`src/rtl/divider_unit_if.sv`:
```
// Request/writeback bundle between the issuing pipeline and the divide unit.
// Latency: n/a (wires only).
// Backpressure: the issuer must hold off while busy is high; start is ignored otherwise.
//
// Ports (signals):
//   start, op, rs1_data, rs2_data, rd_addr, kill : issuer -> divider
//   busy, done, addr_3, write_data_3, write_enable_3 : divider -> issuer / register_file port 3
interface divider_unit_if #(
  parameter int OperandSize  = 32,
  parameter int RegisterSize = 5
);
  logic                    start;
  logic [1:0]              op;
  logic [OperandSize-1:0]  rs1_data;
  logic [OperandSize-1:0]  rs2_data;
  logic [RegisterSize-1:0] rd_addr;
  logic                    kill;
  logic                    busy;
  logic                    done;
  logic [RegisterSize-1:0] addr_3;
  logic [OperandSize-1:0]  write_data_3;
  logic                    write_enable_3;

  modport master (
    output start, op, rs1_data, rs2_data, rd_addr, kill,
    input  busy, done, addr_3, write_data_3, write_enable_3
  );

  modport slave (
    input  start, op, rs1_data, rs2_data, rd_addr, kill,
    output busy, done, addr_3, write_data_3, write_enable_3
  );
endinterface

```
`src/rtl/divider_unit.sv`:
```
// RV32M DIV/DIVU/REM/REMU unit, radix-2 restoring division, one quotient bit per clock.
// Latency: 33 cycles start-to-write (DONE after 32 iterations); 1 cycle for divide-by-zero/overflow.
// Backpressure: busy high from the cycle after acceptance through DONE; start ignored meanwhile.
//
// Ports: clk, rst (async, active-low); bus (slave modport of divider_unit_if):
//   start/op/rs1_data/rs2_data/rd_addr/kill in; busy/done and register_file port 3
//   (addr_3, write_data_3, write_enable_3) out.
module divider_unit #(
  parameter int OperandSize  = 32,
  parameter int RegisterSize = 5
) (
  input  logic          clk,
  input  logic          rst,
  divider_unit_if.slave bus
);
  localparam int W    = OperandSize;
  localparam int CntW = $clog2(OperandSize);

  typedef enum logic [1:0] {IDLE, BUSY, DONE} state_t;

  state_t                  state, state_next;
  logic                    is_rem_q;
  logic [RegisterSize-1:0] rd_q;
  logic [W-1:0]            quo_q;     // dividend shifts out, quotient shifts in
  logic [W-1:0]            rem_q;
  logic [W-1:0]            dvs_q;
  logic [W-1:0]            result_q;
  logic                    neg_q_q;   // negate quotient at the end
  logic                    neg_r_q;   // negate remainder at the end
  logic [CntW-1:0]         count;

  // Operand preparation at acceptance
  logic         is_signed, a_neg, b_neg, div_zero, overflow, special, accept;
  logic [W-1:0] a_abs, b_abs, special_result;

  assign is_signed = ~bus.op[0];
  assign a_neg     = is_signed & bus.rs1_data[W-1];
  assign b_neg     = is_signed & bus.rs2_data[W-1];
  assign a_abs     = a_neg ? -bus.rs1_data : bus.rs1_data;
  assign b_abs     = b_neg ? -bus.rs2_data : bus.rs2_data;
  assign div_zero  = (bus.rs2_data == '0);
  assign overflow  = is_signed && (bus.rs1_data == {1'b1, {(W-1){1'b0}}}) &&
                     (bus.rs2_data == '1);
  assign special   = div_zero | overflow;
  assign accept    = (state == IDLE) && bus.start && !bus.kill;

  always_comb begin
    special_result = '0;
    if (div_zero)
      special_result = bus.op[1] ? bus.rs1_data : '1;
    else if (overflow)
      special_result = bus.op[1] ? '0 : {1'b1, {(W-1){1'b0}}};
  end

  // One restoring step: shift the next dividend bit into the partial remainder
  // and subtract when it fits. rem_q < divisor, so rem_shift needs one extra bit.
  logic [W:0]   rem_shift, diff;
  logic         take, last;
  logic [W-1:0] rem_nxt, quo_nxt, q_fin, r_fin;

  assign rem_shift = {rem_q, quo_q[W-1]};
  assign diff      = rem_shift - {1'b0, dvs_q};
  assign take      = ~diff[W];
  assign rem_nxt   = take ? diff[W-1:0] : rem_shift[W-1:0];
  assign quo_nxt   = {quo_q[W-2:0], take};
  assign last      = (count == CntW'(OperandSize - 1));
  assign q_fin     = neg_q_q ? -quo_nxt : quo_nxt;
  assign r_fin     = neg_r_q ? -rem_nxt : rem_nxt;

  always_ff @(posedge clk or negedge rst) begin
    if (!rst) state <= IDLE;
    else      state <= state_next;
  end

  always_comb begin
    state_next = state;
    unique case (state)
      IDLE: if (accept) state_next = special ? DONE : BUSY;
      BUSY: begin
        if (bus.kill)  state_next = IDLE;
        else if (last) state_next = DONE;
      end
      DONE:    state_next = IDLE;
      default: state_next = IDLE;
    endcase
  end

  always_comb begin
    bus.busy           = (state != IDLE);
    bus.done           = (state == DONE) && !bus.kill;
    bus.write_enable_3 = bus.done && (rd_q != '0);
    bus.addr_3         = '0;
    bus.write_data_3   = '0;
    if (state == DONE) begin
      bus.addr_3       = rd_q;
      bus.write_data_3 = result_q;
    end
  end

  always_ff @(posedge clk or negedge rst) begin
    if (!rst) begin
      is_rem_q <= 1'b0;
      rd_q     <= '0;
      quo_q    <= '0;
      rem_q    <= '0;
      dvs_q    <= '0;
      result_q <= '0;
      neg_q_q  <= 1'b0;
      neg_r_q  <= 1'b0;
      count    <= '0;
    end else if (accept) begin
      is_rem_q <= bus.op[1];
      rd_q     <= bus.rd_addr;
      quo_q    <= a_abs;
      rem_q    <= '0;
      dvs_q    <= b_abs;
      neg_q_q  <= a_neg ^ b_neg;
      neg_r_q  <= a_neg;
      count    <= '0;
      if (special) result_q <= special_result;
    end else if (state == BUSY && !bus.kill) begin
      quo_q <= quo_nxt;
      rem_q <= rem_nxt;
      count <= count + CntW'(1);
      if (last) result_q <= is_rem_q ? r_fin : q_fin;
    end
  end
endmodule

```
`src/flat_wrapper.sv`:
```
// flat-port wrapper written by rule: the top's interface ports become plain ports
module divider_unit_flat 
#(
  parameter int OperandSize  = 32,
  parameter int RegisterSize = 5
)
  (clk, rst, bus_start, bus_op, bus_rs1_data, bus_rs2_data, bus_rd_addr, bus_kill, bus_busy, bus_done, bus_addr_3, bus_write_data_3, bus_write_enable_3);
  divider_unit_if #(.OperandSize(OperandSize), .RegisterSize(RegisterSize)) bus_i ();
  input  logic clk;
  input  logic rst;
  input wire logic [$bits(bus_i.start)-1:0] bus_start;
  input wire logic [$bits(bus_i.op)-1:0] bus_op;
  input wire logic [$bits(bus_i.rs1_data)-1:0] bus_rs1_data;
  input wire logic [$bits(bus_i.rs2_data)-1:0] bus_rs2_data;
  input wire logic [$bits(bus_i.rd_addr)-1:0] bus_rd_addr;
  input wire logic [$bits(bus_i.kill)-1:0] bus_kill;
  output wire logic [$bits(bus_i.busy)-1:0] bus_busy;
  output wire logic [$bits(bus_i.done)-1:0] bus_done;
  output wire logic [$bits(bus_i.addr_3)-1:0] bus_addr_3;
  output wire logic [$bits(bus_i.write_data_3)-1:0] bus_write_data_3;
  output wire logic [$bits(bus_i.write_enable_3)-1:0] bus_write_enable_3;
  assign bus_i.start = bus_start;
  assign bus_i.op = bus_op;
  assign bus_i.rs1_data = bus_rs1_data;
  assign bus_i.rs2_data = bus_rs2_data;
  assign bus_i.rd_addr = bus_rd_addr;
  assign bus_i.kill = bus_kill;
  assign bus_busy = bus_i.busy;
  assign bus_done = bus_i.done;
  assign bus_addr_3 = bus_i.addr_3;
  assign bus_write_data_3 = bus_i.write_data_3;
  assign bus_write_enable_3 = bus_i.write_enable_3;
  divider_unit #(.OperandSize(OperandSize), .RegisterSize(RegisterSize)) u_core (.clk(clk), .rst(rst), .bus(bus_i));
endmodule
```
`config.mk`:
```
export PLATFORM = sky130hd
export DESIGN_NAME = divider_unit_flat
export DESIGN_NICKNAME = d
export VERILOG_FILES = /design/src/rtl/divider_unit_if.sv /design/src/rtl/divider_unit.sv /design/src/flat_wrapper.sv
export SDC_FILE = /design/constraint.sdc
export NUM_CORES = 1
export LEC_CHECK = 0
export ABC_AREA = 1
export CORE_ASPECT_RATIO = 0.7
export CORE_MARGIN = 2
export CORE_UTILIZATION = 30
export DETAILED_ROUTE_END_ITERATION = 7
export SLEW_MARGIN = 20
export SYNTH_ARGS = -nofsm -noshare
export SYNTH_HDL_FRONTEND = slang
export SYNTH_SLANG_ARGS = --single-unit
```
`constraint.sdc`:
```
create_clock -name clk -period 8.9 [get_ports clk]
set_input_delay 0.89 -clock clk [delete_from_list [all_inputs] [get_ports clk]]
set_output_delay 0.89 -clock clk [all_outputs]
set_load 0.03 [all_outputs]
```
==> summary.txt <==
register area share after synthesis = 27.4%
CP max FO = 43
Initial Util = 30.7%
Ports = 115
RR Startpoint = u_core.dvs_q[27]
worst rel slew slack = 21.0%
row cnt = 63
total gr overflow = 0
Internal Power = 2.36 mW
hold_buf cts = 0
CP arrival = 5.69 ns
Die H = 179 um
clock share of power = 14.7%
root cell of the clock tree = clkbuf_16
Max Cap Violations = 0
setup TNS = 0 ns
crit end category = register
switching portion of total power = 56.2%
worst path required time = 9.27 ns
Pleak = 7.52 nW
nets = 2,299
vias in the first global route = 12,600
clk slew on worst S/H paths = 0.07 ns
fin crit period = 5.32 ns
synthesized cell area = 13,100 um2
fin. max-slew vios = 0
Mean Syn Cell Area = 6.19 um2
Sw Pwr = 3.02 mW
TritonCTS Buffers = 17
final worst slack = 3.58 ns
HPWL Detailed = 35,700 um
# fillers = 4,656
RD Place Congestion = 0.909
detailed-route vias per instance = 5.00
period utilization = 59.8%
number of unique standard cell types used by synthesis = 55
maximum clock frequency = 188 MHz
status = complete, no violations
Setup WS pre-CTS = 3.28 ns
WL/cell = 16.2 um
initial antenna violation count = 2
Cells after Synth = 2,113
critical path type = in -> reg
FFs w/ async S/R, synth = 100%
Antenna Cells = 0
Critical Path Start = bus_rs2_data[0]
Final setup violation count = 0
drt pass-1 iters = 6
Max Clock Skew = 0.0121 ns
CTS tree = done
RSZ-0062 raised after global routing = false
post-route ant nets = 0
DIE AREA = 45,300 um2
area growth from synthesis to layout = 17.3%
CTS sink cnt = 143
H-tree depth = 4
IO buf count = 114
Final Hold Fails = 0
DRC Markers = 0
Ys Warns = 0
Synth Net Count = 2,228
predominant post-synthesis flop cell = dfrtp_1
CTS Buffer Depth = 2
worst-margin pin slew = 1.18 ns
EDFF count, synth = 0
VDD IR-drop max = 209 uV
Post-CTS Setup Inserts = 0
pin count of the biggest net entering global routing = 81
Core Region = 42,600 um2
routed vias = 13,900
Power Density = 351 nW/um2
clk_lat worst skew = 0.46 ns
routed wire length = 45,000 um
initial drt markers = 1,366
share of cells above drive strength 1 = 6.46%
crit start category = input pin
R2R setup slack = 3.69 ns
Worst Hold Class = in -> async
Gate power share = 68.0%
gr usage total = 20.1%
chip width = 254 um
number of synthesized register bits = 143
CTS resizes = 0
Sequential Power Share = 17.4%
first-pass GRT wire length = 70,700 um
path summary, 6_finish.rpt:
kind	cells after the start	to
max	19	u_core.result_q[7]
min	1	u_core.count[2]
max reg2reg	27	u_core.result_q[28]
min reg2reg	1	u_core.count[3]
max in group asynchronous	2	u_core.rem_q[30]
min in group clk	1	u_core.count[3]
power groups by stage:
stage	logic, mW	registers [mW]	clock network (mW)
2_1_floorplan	2.76	0.885	0
3_3_place_gp	3.56	0.938	0
3_5_place_dp	3.58	0.941	0
4_1_cts	3.60	0.931	0.797
5_1_grt	4.09	0.949	0.824
6_report	3.66	0.935	0.789
layer usage:
layer / vias up / track usage (%) / share of wire (%)
li1: 6890 / - / -
met2: 514 / 27.7 / 39
met5: - / 0 / 0
met3: 37 / 4.18 / 9.0
met1: 6459 / 31.4 / 51
met4: 0 / 3.87 / 1.0
state kept, by name (all words and copies together), names as in the netlist:
register	count
u_core.rem_q	32
u_core.state	2
u_core.result_q	32
u_core.count	5
u_core.dvs_q	32
u_core.rd_q	5
u_core.quo_q	32
u_core.neg_r_q	1
u_core.neg_q_q	1
u_core.is_rem_q	1
cells in the mapped netlist, drive strengths merged, types with 24 or more instances:
cell,instances,area share (%)
nand3,154,6.3
dfrtp,143,27
ha,39,3.7
nand2,658,20
a21oi,65,2.7
o21ai,183,7.2
nor2,231,7.1
xor2,60,4.0
o221ai,30,2.0
inv,327,9.4
clkbuf,55,1.6
nor3,34,1.4
nand4,24,1.1
kinds of logic (layout without fill, tap and decap cells):
kind of cell,after synthesis,after routing,share of synthesized area [%]
adders and majority gates,40,40,3.89
AOI/OAI and AO/OA,328,328,14.7
buffers and inverters,403,487,12.0
and+or+nand+nor,1125,1125,37.1
DFF,143,143,27.4
xor gates and xnor gates,74,74,4.96
cells in the final DEF (no fill, tap or decap), types with 14 or more instances in the layout:
master | Yosys | layout
nand2_1 | 626 | 625
inv_1 | 303 | 303
nor2_1 | 213 | 212
o21ai_0 | 165 | 165
nand3_1 | 149 | 148
dfrtp_1 | 143 | 143
clkdlybuf4s50_1 | 0 | 113
xor2_1 | 60 | 60
a21oi_1 | 60 | 60
ha_1 | 39 | 39
nor3_1 | 32 | 32
o221ai_1 | 30 | 30
nand2_2 | 24 | 25
inv_2 | 24 | 24
nand4_1 | 24 | 24
clkbuf_16 | 0 | 17
nor2_2 | 15 | 16
xnor2_1 | 14 | 14
o21ai_1 | 14 | 14
area by class of cell:
type	instances	area [um2]	share of cell area, %
multi-input cells	1567	7940	51.8
clock inverters	15	194	1.26
repair buffers	126	1230	8.04
inverters	329	1230	8.05
clock buffers	17	425	2.77
well taps	585	732	4.77
flip-flops and latches	143	3580	23.3
critical path, cell delays in order:
cell,delay [ns]
clkdlybuf4s50_1,0.45
inv_1,0.10
ha_1,0.15
inv_1,0.05
nor3_2,0.19
nand3_1,0.13
nor2_1,0.10
inv_1,0.06
nor2_1,0.15
inv_2,0.08
nor3b_2,0.25
nand3_1,0.52
inv_1,0.71
o21ai_1,0.18
nand2_1,0.67
inv_2,0.54
a21oi_1,0.26
o21ai_1,0.09
o21ai_1,0.10
through the flow:
stage | total power [mW] | instances | hold slack (ns) | instance area [um2] | util [%]
final | 5.38 | 2782 | 0.453 | 15300 | 36.0
after global routing | 5.87 | 2782 | 0.494 | 15300 | 36.0
after CTS | 5.33 | 2782 | 0.473 | 15300 | 36.0
after detailed placement | 4.52 | 2750 | 0.464 | 14700 | 34.5
after global placement | 4.49 | 2750 | 0.452 | 14700 | 34.5
after floorplan | 3.65 | 2113 | 0.433 | 13100 | -
Note: power is estimated with default switching activity, not from simulation.
